==> src/rtl/spi_pkg.sv <==
// Shared types and default sizing for the SPI responder.
package spi_pkg;

  typedef enum logic [1:0] {
    IDLE,
    SHIFT,
    RESP,
    PUSH
  } spi_state_e;

  localparam int         SPI_FRAME_BITS = 24;
  localparam int         SPI_RESP_BITS  = 8;
  localparam logic [7:0] SPI_FILL_BYTE  = 8'hFF;

endpackage

==> src/rtl/spi_sync_edge.sv <==
// Two-flop synchronizer for an asynchronous SPI line with rise/fall pulses
// derived from the synchronized level.
module spi_sync_edge #(
  parameter logic RESET_VAL = 1'b0
) (
  input  logic clock,
  input  logic reset,
  input  logic async_in,
  output logic rise,
  output logic fall
);

  logic meta_q;
  logic sync_q;
  logic prev_q;

  always_ff @(posedge clock) begin
    if (reset) begin
      meta_q <= RESET_VAL;
      sync_q <= RESET_VAL;
      prev_q <= RESET_VAL;
    end else begin
      meta_q <= async_in;
      sync_q <= meta_q;
      prev_q <= sync_q;
    end
  end

  assign rise = sync_q & ~prev_q;
  assign fall = ~sync_q & prev_q;

endmodule

==> src/rtl/spi_responder.sv <==
// SPI mode-0 responder: shifts in a frame, returns a response byte during the
// trailing bits, and pushes the completed frame into a receive FIFO.
//
// state | meaning
// IDLE  | waiting for chip select to fall
// SHIFT | receiving leading bits, miso held low
// RESP  | receiving trailing bits while shifting out the response byte
// PUSH  | one cycle: write frame to RX FIFO, pulse frame_done
module spi_responder
  import spi_pkg::*;
#(
  parameter int                   FRAME_BITS = SPI_FRAME_BITS,
  parameter int                   RESP_BITS  = SPI_RESP_BITS,
  parameter logic [RESP_BITS-1:0] FILL_BYTE  = RESP_BITS'(SPI_FILL_BYTE)
) (
  input  logic                  clock,
  input  logic                  reset,
  input  logic                  sclk,
  input  logic                  cs_n,
  input  logic                  mosi,
  output logic                  miso,
  input  logic                  rx_full,
  output logic                  rx_wr_en,
  output logic [FRAME_BITS-1:0] rx_din,
  input  logic                  tx_empty,
  output logic                  tx_rd_en,
  input  logic [RESP_BITS-1:0]  tx_dout,
  output logic                  frame_done,
  output logic                  rx_overflow,
  output logic                  tx_underrun,
  output logic                  frame_abort
);

  localparam int CNT_W = $clog2(FRAME_BITS + 1);
  localparam logic [CNT_W-1:0] CNT_RESP_LAST = CNT_W'(FRAME_BITS - RESP_BITS - 1);
  localparam logic [CNT_W-1:0] CNT_FRAME_LAST = CNT_W'(FRAME_BITS - 1);
  localparam logic [CNT_W-1:0] CNT_MAX = CNT_W'(FRAME_BITS);

  logic sclk_rise;
  logic sclk_fall;
  logic cs_rise;
  logic cs_fall;
  logic mosi_meta_q;
  logic mosi_sync_q;

  spi_state_e             state_q;
  spi_state_e             state_d;
  logic [CNT_W-1:0]       cnt_q;
  logic [FRAME_BITS-1:0]  shift_q;
  logic [RESP_BITS-1:0]   resp_q;
  logic                   miso_q;

  logic shift_en;
  logic resp_load;
  logic miso_shift;
  logic abort;
  logic set_underrun;
  logic set_overflow;

  spi_sync_edge #(.RESET_VAL(1'b0)) u_sync_sclk (
    .clock    (clock),
    .reset    (reset),
    .async_in (sclk),
    .rise     (sclk_rise),
    .fall     (sclk_fall)
  );

  spi_sync_edge #(.RESET_VAL(1'b1)) u_sync_cs (
    .clock    (clock),
    .reset    (reset),
    .async_in (cs_n),
    .rise     (cs_rise),
    .fall     (cs_fall)
  );

  // mosi shares the sclk synchronizer depth so it lines up with sclk_rise
  always_ff @(posedge clock) begin
    if (reset) begin
      mosi_meta_q <= 1'b0;
      mosi_sync_q <= 1'b0;
    end else begin
      mosi_meta_q <= mosi;
      mosi_sync_q <= mosi_meta_q;
    end
  end

  always_ff @(posedge clock) begin
    if (reset) begin
      state_q <= IDLE;
    end else begin
      state_q <= state_d;
    end
  end

  always_comb begin
    state_d      = state_q;
    shift_en     = 1'b0;
    resp_load    = 1'b0;
    miso_shift   = 1'b0;
    abort        = 1'b0;
    set_underrun = 1'b0;
    set_overflow = 1'b0;
    tx_rd_en     = 1'b0;
    rx_wr_en     = 1'b0;
    frame_done   = 1'b0;
    case (state_q)
      IDLE: begin
        if (cs_fall) state_d = SHIFT;
      end
      SHIFT: begin
        if (cs_rise) begin
          abort   = 1'b1;
          state_d = IDLE;
        end else if (sclk_rise) begin
          shift_en = 1'b1;
          if (cnt_q == CNT_RESP_LAST) begin
            state_d   = RESP;
            resp_load = 1'b1;
            if (!tx_empty) tx_rd_en = 1'b1;
            else set_underrun = 1'b1;
          end
        end
      end
      RESP: begin
        if (cs_rise) begin
          abort   = 1'b1;
          state_d = IDLE;
        end else begin
          miso_shift = sclk_fall;
          if (sclk_rise) begin
            shift_en = 1'b1;
            if (cnt_q == CNT_FRAME_LAST) state_d = PUSH;
          end
        end
      end
      PUSH: begin
        frame_done = 1'b1;
        if (!rx_full) rx_wr_en = 1'b1;
        else set_overflow = 1'b1;
        state_d = IDLE;
      end
      default: state_d = IDLE;
    endcase
  end

  always_ff @(posedge clock) begin
    if (reset) begin
      cnt_q       <= '0;
      shift_q     <= '0;
      resp_q      <= '0;
      miso_q      <= 1'b0;
      rx_overflow <= 1'b0;
      tx_underrun <= 1'b0;
      frame_abort <= 1'b0;
    end else begin
      if (state_q == IDLE && cs_fall) cnt_q <= '0;
      else if (shift_en && cnt_q != CNT_MAX) cnt_q <= cnt_q + 1'b1;

      if (shift_en) shift_q <= {shift_q[FRAME_BITS-2:0], mosi_sync_q};

      if (abort) resp_q <= '0;
      else if (resp_load) resp_q <= tx_empty ? FILL_BYTE : tx_dout;
      else if (miso_shift) resp_q <= resp_q << 1;

      if (miso_shift) miso_q <= resp_q[RESP_BITS-1];
      else if (state_d != RESP) miso_q <= 1'b0;

      if (set_overflow) rx_overflow <= 1'b1;
      if (set_underrun) tx_underrun <= 1'b1;
      if (abort) frame_abort <= 1'b1;
    end
  end

  assign miso   = miso_q;
  assign rx_din = shift_q;

endmodule

==> config.mk <==
export PLATFORM = sky130hd
export DESIGN_NAME = spi_responder
export DESIGN_NICKNAME = d
export VERILOG_FILES = /design/src/rtl/spi_pkg.sv /design/src/rtl/spi_sync_edge.sv /design/src/rtl/spi_responder.sv
export SDC_FILE = /design/constraint.sdc
export NUM_CORES = 1
export LEC_CHECK = 0
export CORE_MARGIN = 1
export CORE_UTILIZATION = 49
export CTS_CLUSTER_SIZE = 30
export DETAILED_ROUTE_END_ITERATION = 7
export PLACE_DENSITY = 0.78
export SYNTH_ARGS = -nofsm -noshare
export SYNTH_HDL_FRONTEND = slang
export SYNTH_HIERARCHICAL = 1
export SYNTH_SLANG_ARGS = --single-unit
export TNS_END_PERCENT = 1
==> constraint.sdc <==
create_clock -name clock -period 2.6 [get_ports clock]
set_input_delay 0.78 -clock clock [delete_from_list [all_inputs] [get_ports clock]]
set_output_delay 0.78 -clock clock [all_outputs]
set_load 0.1 [all_outputs]
Word-level counts from Yosys, hierarchy flattened

Index checks and enable logic that the tools add are counted.

Add/subtract/negate cells: 1
$mul: 0
Div/mod/pow operators: 0
Magnitude comparators: 0
Equality and inequality tests: 7
Shifts and indexed selects: 0
Mux-type cells: 39
Bitwise operators: 8
Reductions and logical operators: 8

Operators with widths:

| kind                  | count |
|---|---|
| $mux W1               | 28 |
| $mux W8               | 3 |
| $mux W2               | 7 |
| $pmux W2 S4           | 1 |
| $reduce_or A2 Y1      | 3 |
| $add A5 B1 Y5 const B | 1 |
| $eq A5 B4 Y1 const B  | 1 |
| $eq A5 B5 Y1 const B  | 1 |
| $ne A5 B5 Y1 const B  | 1 |
| $and A1 B1 Y1         | 4 |
| $eq A2 B2 Y1 const B  | 2 |
| $not A1 Y1            | 4 |
| $reduce_bool A2 Y1    | 2 |
| $eq A2 B1 Y1 const B  | 1 |
| $logic_and A1 B1 Y1   | 2 |
| $logic_not A2 Y1      | 1 |
| $ne A2 B2 Y1 const B  | 1 |

Bits in registers: 51
Bits in latches: 0
RAM bits: 0
Bits in read-only memories: 0
Output and inout bits: 31
Logic and storage cells: 79
Memories: 0

Depth between registers and ports, before layout

Depth after elaboration: 8
Depth in mapped cells: 8
Depth with buffers taken out: 7

By module

Netlist, hierarchy kept.

Modules (own cells, without submodules):

| module                      | times used | cells each | area an instance (µm²) |
|---|---|---|---|
| spi_responder               | 1          | 227        | 1854.3 |
| spi_sync_edge (u_sync_cs)   | 1          | 8          | 92.6 |
| spi_sync_edge (u_sync_sclk) | 1          | 8          | 91.3 |

Least setup slack after synthesis

No wires, ideal clock.

Kind: register to output
From: register state_q[1]
To: output port rx_wr_en
Data arrival time: 2.637 ns
Required time: 1.820 ns
Path slack: -0.817 ns
Cell stages (with the launch flop): 3
Path buffers: 0
Cell sequence: dfxtp_1 -> ha_1 -> nor2b_1

Cells in the longest elaborated chain, start to end: 2

RTL lines:

| what                   | line                 | source |
|---|---|---|
| start, declared        | spi_responder.sv:46  | `spi_state_e state_q;` |
| start signal, assigned | spi_responder.sv:91  | `state_q <= state_d;` |
| $eq A2 B2 Y1           | spi_responder.sv:106 | `case (state_q)` |
| $mux W1                | spi_responder.sv:106 |  |
| end, declared          | spi_responder.sv:23  | `output logic rx_wr_en,` |

Every way passes these cells.

Worst setup path in the final report

From: register cnt_q[1]
To: output port tx_rd_en

Cells in the longest elaborated chain, start to end: 5

RTL lines:

| what                   | line                 | source |
|---|---|---|
| start, declared        | spi_responder.sv:48  | `logic [CNT_W-1:0] cnt_q;` |
| start signal, assigned | spi_responder.sv:157 | `else if (shift_en && cnt_q != CNT_MAX) cnt_q <= cnt_q + 1'b1;` |
| $eq A5 B4 Y1           | spi_responder.sv:116 | `if (cnt_q == CNT_RESP_LAST) begin` |
| $mux W1                | spi_responder.sv:116 |  |
| $mux W1                | spi_responder.sv:114 | `end else if (sclk_rise) begin` |
| $mux W1                | spi_responder.sv:111 | `if (cs_rise) begin` |
| $mux W1                | spi_responder.sv:106 |  |
| end, declared          | spi_responder.sv:26  | `output logic tx_rd_en,` |

Every way passes these cells.

==> impl_metrics.csv <==
group,metric,value,unit
timing,clock.fmax,405,MHz
logic_synthesis,yosys_warnings,6,
power_and_ir_drop,p_sw,301,µW
floorplanning,num_rows,23,
logic_synthesis,synth_compound_area_frac,0.142,
critical_path,cp_num_cells,6,
logic_synthesis,synth_top_family_by_area,"simple AND/OR/NAND/NOR gates",
floorplanning,die_width,66.5,µm
clocking,cts_root_buf,"clkbuf_8",
logic_synthesis,synth_top_area_cell,"dfxtp_1",
power_and_ir_drop,power.leakage,0.000984,µW
final_layout,final_cells,340,
power_and_ir_drop,power_density,507,mW/mm²
floorplanning,die_h,66.5,µm
logic_synthesis,synthesis.nets,266,
route,drt_iter0_markers,152,
clocking,max-clock-path-buffers,2,
logic_synthesis,netlist.area_leader.share,0.501,
timing,rsz0062_at_grt,"no",
timing,clock_skew,0.00876,ns
timing,hold_viol,0,
clocking,cts_made_buffers,5,
critical_path,timing.rr.start,"cnt_q[1]",
critical_path,cp_slowest_stage_delay,0.38,ns
worst_hold_path,hp-start,"u_sync_cs/meta_q",
logic_synthesis,seq_area_frac_synth,0.501,
logic_synthesis,syn_area_per_cell,8.39,µm²
logic_synthesis,synth_flop_cell,"dfxtp_1",
route,route.detailed.drc,0,
critical_path,crit_type,"reg2out",
global_routing,grt_pass1_vias,1522,
logic_synthesis,netlist_area,0.00204,mm²
floorplanning,start_util,0.510,
worst_hold_path,hp-class,"reg2reg",
critical_path,worstSetupStartpointType,"flop",
timing,period_minus_slack,2.47,ns
timing,slew_headroom,0.595,
clocking,cts_tree,"built",
logic_synthesis,yosys.area_share.adder,0.0491,
final_layout,nFillCells,375,
power_and_ir_drop,combPwrFrac,0.050,
global_routing,grt_overflow,0,
clocking,cts.clk_slew.worst_paths,0.10,ns
final_layout,final_common_cell,"nand2_1",
global_routing,grt_use_total,0.205,
clocking,insertion_delay,0.31,ns
logic_synthesis,synth_cell_types,31,
route,wl_per_cell,12.6,µm
critical_path,critical_path_required,1.82,ns
critical_path,rrSetupSlack,0.76,ns
timing,slew_viol_final,0,
route,ant_nets,0,
timing,fin_crit_sh,0.950,
floorplanning,core_area,0.00400,mm²
critical_path,cpLargestDelayFamily,"simple AND/OR/NAND/NOR gates",
worst_hold_path,hold_depth,1,
logic_synthesis,synth_cells,243,
place,dp.cells,332,
timing,setup_violations,0,
power_and_ir_drop,internal_power,1040,µW
place,dpl.hpwl,2.97,mm
final_layout,drive_above_1_share,0.179,
logic_synthesis,synthMuxAreaShare,0,
logic_synthesis,synth_edf_count,0,
floorplanning,pin_count,46,
route,vias,1759,
critical_path,path_buf_inv,1,
route,drt-pass1-iter-count,4,
final_layout,syn_to_final_growth,29.5,%
critical_path,crit_fanout,4,
logic_synthesis,netlist_top_cells_area,"dfxtp_1 (50%), nand2_1 (13%), a21oi_1 (7.1%), ha_1 (4.9%), a311oi_1 (3.4%)",
power_and_ir_drop,clockPowerShare,0.360,
final_layout,fin_nets,312,
global_routing,grt_pass1_wl,6.70,mm
route,drt_wl_total,4.29,mm
critical_path,crit_slowest_cell,"dfxtp_4",
logic_synthesis,synth_xor_area_frac,0.0129,
logic_synthesis,async_flop_share,0,
place,gp_congestion,0.796,
route,routed_via_density,5.17,
logic_synthesis,synthSimpleGateAreaFrac,0.258,
critical_path,arrival,1.69,ns
critical_path,r2r_cells,7,
power_and_ir_drop,seq_power_share,0.590,
timing,worst_slew_pin_slew,0.600,ns
critical_path,crit_chain,"ha_4 -> and3_1 -> ha_1 -> nand4b_1 -> nor2_4 -> buf_12",
critical_path,endpoint_kind,"output port",
run,drv_cap,0,
power_and_ir_drop,netSwitchingFraction,0.225,
timing,whs,0.432,ns
final_layout,layout_common_cells,"nand2_1 (68), dfxtp_1 (49), buf_4 (34), a21oi_1 (29), clkdlybuf4s50_1 (14)",
critical_path,reg2reg_to,"state_q[0]",
global_routing,grt_max_degree,25,
place,port_buffers,45,
clocking,clock_sinks,51,
worst_hold_path,hold_end,"u_sync_cs/sync_q",
floorplanning,dieArea,0.00442,mm²
status,outcome,"finished clean",
final_layout,diodes,0,
global_routing,antenna_found_initial,0,
clocking,h-tree-depth,2,
logic_synthesis,ys_ff_latch,51,
power_and_ir_drop,peakVddDrop,0.000246,V
-- logic make-up after synthesis --
family                   Yosys count
AND/OR/NAND/NOR                  116
flip-flops                        51
AO/OA/AOI/OAI                     46
buffers and inverters             19
adder cells (fa/ha/maj)            8
XOR/XNOR                           3
-- metal layers --
metal | global-route usage | routed length [µm] | up-vias
met4 | 0.0931 | 72 | 0
met1 | 0.248 | 1910 | 820
met5 | 0 | 0 | -
met2 | 0.334 | 2160 | 29
li1 | - | - | 904
met3 | 0.0616 | 142 | 6
-- worst max-delay path by stage --
stage / from / end / slack, ns
floorplan: state_q[1] / rx_wr_en / -0.06
global placement: tx_empty / tx_rd_en / 0.26
detailed placement: rx_full / rx_wr_en / 0.24
CTS: cnt_q[1] / tx_rd_en / 0.02
global route: cnt_q[0] / tx_rd_en / 0.01
finish: cnt_q[1] / tx_rd_en / 0.13
-- synth_stat cells, drive strengths merged (2+ instances only) --
cell type / n
clkbuf: 8
dfxtp: 51
a21oi: 29
buf: 4
a21o: 2
a311oi: 8
ha: 8
nand4: 2
xor2: 2
nor3: 8
nand2: 68
o21ai: 2
nand3: 3
nor2: 12
nand3b: 2
nor2b: 11
nand4b: 2
or2: 4
inv: 7
-- power groups by stage --
stage | clock [µW] | sequential, µW | combinational [µW]
6_report | 481 | 789 | 66.9
5_1_grt | 537 | 790 | 73.0
4_1_cts | 495 | 790 | 67.0
3_5_place_dp | 0 | 808 | 66.3
3_3_place_gp | 0 | 808 | 65.9
2_1_floorplan | 0 | 808 | 32.1
-- repair_timing --
item,CTS,global route
resized for setup,0,5
setup endpoints to repair,0,1
hold buffers,0,0
buffers inserted,0,0
-- cell type report --
class                      instances  area (µm²)  share of cell area
inverter                           7        26.3             0.00996
tap                               50        62.6              0.0237
multi-input combinational        173         970               0.367
timing repair buffer              51         455               0.173
clock buffer                       6        82.6              0.0313
clock inverter                     2        16.3             0.00616
sequential                        51        1030               0.389
-- through the flow --
stage | setup TNS [ns] | total power [µW] | area [µm²] | util | worst slack [ns]
after global routing | 0 | 1400 | 2640 | 0.660 | 0.0109
after CTS | 0 | 1350 | 2620 | 0.655 | 0.0151
after floorplan | -0.0573 | 841 | 2050 | - | -0.0573
after detailed placement | 0 | 875 | 2520 | 0.631 | 0.245
final | 0 | 1340 | 2640 | 0.660 | 0.131
after global placement | 0 | 874 | 2520 | 0.631 | 0.258
-- flip-flops by register name, indices dropped and copies added (netlist names), 2 cells and up --
signal and count:
state_q 2, rx_din 24, resp_q 8, cnt_q 5
Power figures use the tool's default switching activity.
